==> src/rtl/pcs_sync.sv <==
// rtl/pcs_sync.sv - 1000BASE-X PCS receive synchronization (comma alignment, even/odd tracking, sync qualification)
module pcs_sync #(
  parameter int ACQ_COMMAS = 3,
  parameter int GOOD_CGS   = 3,
  parameter int BAD_LEVELS = 3
) (
  input  logic       clk,
  input  logic       RESET,
  input  logic [9:0] rx_code_group_in,
  input  logic       signal_detect,
  output logic [9:0] rx_code_group_out,
  output logic       sync_status,
  output logic       rx_even
);

  localparam logic [3:0] ACQ_L  = 4'(ACQ_COMMAS);
  localparam logic [3:0] LAST_L = 4'(BAD_LEVELS + 1);
  localparam logic [1:0] GOOD_L = 2'(GOOD_CGS);

  // CD/AS use lvl as the comma-pair index k; SAN/SANA use it as the bad level n.
  typedef enum logic [2:0] {
    ST_LOS, ST_CD, ST_AS, ST_SA1, ST_SAN, ST_SANA
  } state_e;

  state_e     state_q, state_d;
  logic [3:0] lvl_q, lvl_d;
  logic [1:0] good_q, good_d;
  logic [9:0] cg_q;
  logic       sync_q, sync_d;
  logic       even_q, even_d;

  logic [3:0] ones_all, ones_hi;
  logic       comma, invalid, data, cgbad, cg_even;

  assign ones_all = 4'($countones(rx_code_group_in));
  assign ones_hi  = 4'($countones(rx_code_group_in[9:4]));
  assign comma    = (rx_code_group_in[9:3] == 7'b0011111) ||
                    (rx_code_group_in[9:3] == 7'b1100000);
  assign invalid  = (ones_all < 4'd4) || (ones_all > 4'd6) ||
                    (ones_hi < 4'd2) || (ones_hi > 4'd4);
  assign data     = !invalid && !comma;
  // A comma seen while hunting defines the even position; otherwise parity just alternates.
  assign cg_even  = (state_q == ST_LOS && comma) ? 1'b1 : !even_q;
  assign cgbad    = invalid || (comma && !cg_even) || !signal_detect;

  always_ff @(posedge clk or posedge RESET) begin
    if (RESET) begin
      state_q <= ST_LOS;
      lvl_q   <= 4'd0;
      good_q  <= 2'd0;
      cg_q    <= 10'd0;
      sync_q  <= 1'b0;
      even_q  <= 1'b0;
    end else begin
      state_q <= state_d;
      lvl_q   <= lvl_d;
      good_q  <= good_d;
      cg_q    <= rx_code_group_in;
      sync_q  <= sync_d;
      even_q  <= even_d;
    end
  end

  always_comb begin
    state_d = state_q;
    lvl_d   = lvl_q;
    good_d  = good_q;
    if (!signal_detect) begin
      state_d = ST_LOS;
      lvl_d   = 4'd0;
      good_d  = 2'd0;
    end else begin
      case (state_q)
        ST_LOS: begin
          if (comma) begin
            state_d = ST_CD;
            lvl_d   = 4'd1;
          end
        end
        ST_CD: begin
          if (data && lvl_q == ACQ_L) begin
            state_d = ST_SA1;
            lvl_d   = 4'd1;
          end else if (data) begin
            state_d = ST_AS;
          end else begin
            state_d = ST_LOS;
            lvl_d   = 4'd0;
          end
        end
        ST_AS: begin
          if (cgbad) begin
            state_d = ST_LOS;
            lvl_d   = 4'd0;
          end else if (comma) begin
            state_d = ST_CD;
            lvl_d   = lvl_q + 4'd1;
          end
        end
        ST_SA1: begin
          if (cgbad) begin
            state_d = ST_SAN;
            lvl_d   = 4'd2;
            good_d  = 2'd0;
          end
        end
        ST_SAN, ST_SANA: begin
          if (cgbad) begin
            good_d = 2'd0;
            if (lvl_q == LAST_L) begin
              state_d = ST_LOS;
              lvl_d   = 4'd0;
            end else begin
              state_d = ST_SAN;
              lvl_d   = lvl_q + 4'd1;
            end
          end else if (state_q == ST_SAN) begin
            state_d = ST_SANA;
            good_d  = 2'd1;
          end else if (good_q == GOOD_L) begin
            good_d = 2'd0;
            if (lvl_q == 4'd2) begin
              state_d = ST_SA1;
              lvl_d   = 4'd1;
            end else begin
              state_d = ST_SAN;
              lvl_d   = lvl_q - 4'd1;
            end
          end else if (good_q != 2'd3) begin
            good_d = good_q + 2'd1;
          end
        end
        default: begin
          state_d = ST_LOS;
          lvl_d   = 4'd0;
          good_d  = 2'd0;
        end
      endcase
    end
  end

  always_comb begin
    sync_d = (state_d == ST_SA1) || (state_d == ST_SAN) || (state_d == ST_SANA);
    even_d = cg_even;
  end

  assign rx_code_group_out = cg_q;
  assign sync_status       = sync_q;
  assign rx_even           = even_q;

endmodule

==> config.mk <==
export PLATFORM = sky130hd
export DESIGN_NAME = pcs_sync
export DESIGN_NICKNAME = d
export VERILOG_FILES = /design/src/rtl/pcs_sync.sv
export SDC_FILE = /design/constraint.sdc
export NUM_CORES = 1
export LEC_CHECK = 0
export ABC_AREA = 1
export BUFFER_PORTS_ARGS = -buffer_cell sky130_fd_sc_hd__buf_2
export CORE_ASPECT_RATIO = 1.5
export CORE_MARGIN = 2
export CORE_UTILIZATION = 37
export DETAILED_ROUTE_END_ITERATION = 7
export RECOVER_POWER = 25
export SLEW_MARGIN = 0
export SYNTH_ARGS = -nofsm -noshare
export SYNTH_HDL_FRONTEND = slang
export SYNTH_SLANG_ARGS = --single-unit
==> constraint.sdc <==
create_clock -name clk -period 1.95 [get_ports clk]
set_input_delay 0.39 -clock clk [delete_from_list [all_inputs] [get_ports clk]]
set_output_delay 0.39 -clock clk [all_outputs]
set_load 0.03 [all_outputs]
==> results.cfg <==
[clocking]
clk_path_buf_depth = 2
h-tree-depth = 1
root_buffer = clkbuf_8
cts_sinks = 21
clock_latency_ps = 270
holdBufCountCts = 0
path_clk_slew_ps = 90
cts_buffers = 3
tritoncts = built

[worst_setup_path]
critPathSlowestCell = fa_1
crit_type = input port to flop
cpPeakStageDelay_ps = 570
worst_path_most_repeated_cell = nand2_1
crit_arrival_ps = 3600
worstPathMaxFanout = 6
cp_top_family = adder cells
end_kind = flop
crit_chain = buf_6, fa_1, ha_4, inv_2, fa_1, inv_2, ha_4, fa_2, nand2_2, nand3_2, nor2_4, nand3_2, nor2_4, nand4_1, nand2_1, nor2_1, nand2_1, nand2_1, nand2_1
worst-path-buf-inv = 3
critPathLaunchType = input port
cp.required_ps = 2160

[route]
drc = 0
wire_per_inst_um = 12.1
num_vias = 1613
drt-total-wl_um = 4110
drt-pass1-iter-count = 6
vias_per_cell = 4.76
dr.first_iter.drc_count = 46
ant_nets = 0

[sta]
worst_pin_slew_ps = 1170
fin_ws_ps = -1440
finalHoldViolCount = 0
relSlewSlack_pct = 21.7
rsz0062_at_grt = true
fin_crit_sh_pct = 174
clock.fmax_mhz = 295
layout_min_cycle_time_ps = 3390
drv_slew = 0
setup_violations = 10
finClkSkew_ps = 3.85

[layout]
fin_nets = 309
drive_gt1_share_pct = 29.5
fillers = 470
final_util_pct = 49.1
final_area_um2 = 2230
instances_no_fill = 339
multi_input_area_um2 = 1130
area_delta_synth_final_pct = 27.9
seq_area_um2 = 526
n_antenna_cell = 0

[power]
power_frac_clock_pct = 21.8
netSwitchingPower_uw = 527
pwr-share-comb_pct = 45.2
p_sw_share_pct = 37.8
p_int_uw = 867
p_leak_nw = 1.16
power_density_nw_per_um2 = 625
finalPower_mw = 1.39
seqPwrFrac_pct = 33.0
ir_drop_mv = 0.354

[status]
status = complete, but fails checks
violations = negative setup slack

[place]
io_buffers = 24
placed_cell_area_um2 = 2060
dpl.cell_count = 330
place.gp.congestion = 0.834
dpl.hpwl_um = 3310

[floorplanning]
die_area_um2 = 5290
dieHeight_um = 88.1
die_w_um = 60.0
io_pins = 25
initial_utilization_pct = 38.4
placementRows = 30
coreArea_um2 = 4540

[logic_synthesis]
yosys_most_used_dff = dfrtp_1
synth-simple-area-share_pct = 34.5
synthCells = 229
synth_compound_area_share_pct = 5.89
synth_area_leaders = dfrtp_1, nand2_1, ha_1
syn_area_per_cell_um2 = 7.61
synth_top_cell_by_area = dfrtp_1
yosysSeqAreaShare_pct = 30.2
synth_top_family_by_area = simple AND/OR/NAND/NOR gates
synthDistinctLibCells = 31
synth_xor_area_share_pct = 1.51
ys_ff_latch = 21
async_flop_share_pct = 100
synth_most_common_cell = nand2_1
muxShareOfSynthArea_pct = 0
synth.top_cells.by_count = nand2_1, inv_1, dfrtp_1
ys_warn_count = 0
synthesis.area_um2 = 1740
synth_nets = 262
netlist.area_leader.share_pct = 30.2
synthAdderAreaFrac_pct = 16.9
synth_edf_count = 0

[global_route]
grt_antenna_before_repair = 0
first_global_vias = 1712
grt_max_degree = 22
track_usage_pct = 18.2
grt_overflow = 0
grt_pass1_wl_um = 7240

[job]
maxCapViolCount = 0

[worst_hold_path]
hp-class = input port to flop
==> what timing repair did <==
item,in CTS,in global routing
endpoints found under the setup margin,10,10
hold endpoints to repair,0,0
gates cloned,1,0
setup buffers,2,2
resized for setup,12,9
pin swaps,17,20
==> placed cells by master, fill, tap and decap left out, types with 2 or more instances in the layout <==
cell type  synthesis  layout
a21oi_1            4       4
buf_2              1      19
buf_4              0      20
buf_6              2       2
clkbuf_1           0       3
clkbuf_8           0       3
dfrtp_1           21      21
fa_1               6       5
ha_1              14      11
ha_4               0       2
inv_1             37      35
inv_2              6       8
nand2_1           67      65
nand2_2            1       3
nand3_1           15      12
nand3_2            3       4
nand3_4            2       4
nand3b_1           2       2
nand4_1            5       5
nor2_1            16      16
nor2_4             2       5
nor3_1             3       3
o21ai_0            4       4
o21ai_1            3       2
o21ai_2            2       2
xor2_1             3       3
==> logic make-up after synthesis <==
| family | after synthesis |
|---|---|
| simple gates | 122 |
| fa+ha+maj | 20 |
| xor+xnor | 3 |
| buf+inv | 47 |
| compound gates | 16 |
| flops | 21 |
==> layout make-up <==
cell class | instances | share of cell area [%]
multi-input cells | 162 | 50.7
flip-flops and latches | 21 | 23.6
repair buffers | 44 | 12.5
inverters | 44 | 7.41
well taps | 64 | 3.59
clock buffers | 3 | 1.85
clock inverters | 1 | 0.337
==> state kept, by name, indices dropped and copies added (netlist names) <==
| name | flops |
|---|---|
| rx_code_group_out | 10 |
| lvl_q | 4 |
| state_q | 3 |
| good_q | 2 |
| rx_even | 1 |
| sync_status | 1 |
==> power by group through the flow <==
| stage | clock network [mW] | logic, mW | registers, mW |
|---|---|---|---|
| after floorplan | 0 | 0.343 | 0.502 |
| final | 0.303 | 0.630 | 0.460 |
| after detailed placement | 0 | 0.534 | 0.469 |
| after global placement | 0 | 0.528 | 0.469 |
| after global routing | 0.339 | 0.715 | 0.462 |
| after CTS | 0.317 | 0.580 | 0.461 |
==> stage by stage <==
stage                     setup TNS (ps)  setup WS (ps)  hold WS, ps
after floorplan                   -13830          -1440          367
after global placement            -17210          -1770          437
after detailed placement          -17660          -1840          444
after CTS                         -14230          -1500          146
after global routing              -15140          -1590          220
final                             -13800          -1440          234
==> metal layers <==
| layer | up-vias | GRT usage [%] | part of all wire (%) | wire (um) |
|---|---|---|---|---|
| met1 | 770 | 18.7 | 39 | 1590 |
| met2 | 26 | 34.2 | 57 | 2350 |
| met3 | 8 | 1.77 | 1.4 | 57 |
| li1 | 809 | - | - | - |
| met4 | 0 | 10.3 | 2.7 | 113 |
| met5 | - | 0 | 0 | 0 |
==> worst register-to-register path, delay by kind of cell (launching register included) <==
kind | cells | cell delay, ps
flops | 1 | 480
simple gates | 4 | 430
compound gates | 3 | 430
fa+ha+maj | 1 | 190
buf+inv | 1 | 60
==> final timing paths <==
kind                                startpoint                   end  slack [ps]  cells after the start
max                        rx_code_group_in[5]              lvl_q[0]       -1440                     19
min                        rx_code_group_in[1]  rx_code_group_out[1]         230                      1
max reg2reg                           lvl_q[1]           sync_status         300                      9
min reg2reg                          good_q[1]             good_q[1]         500                      2
max in group asynchronous                RESET            state_q[0]         770                      3
min in group asynchronous                RESET  rx_code_group_out[6]         480                      3
No activity file was read; power rests on OpenSTA's default activity.
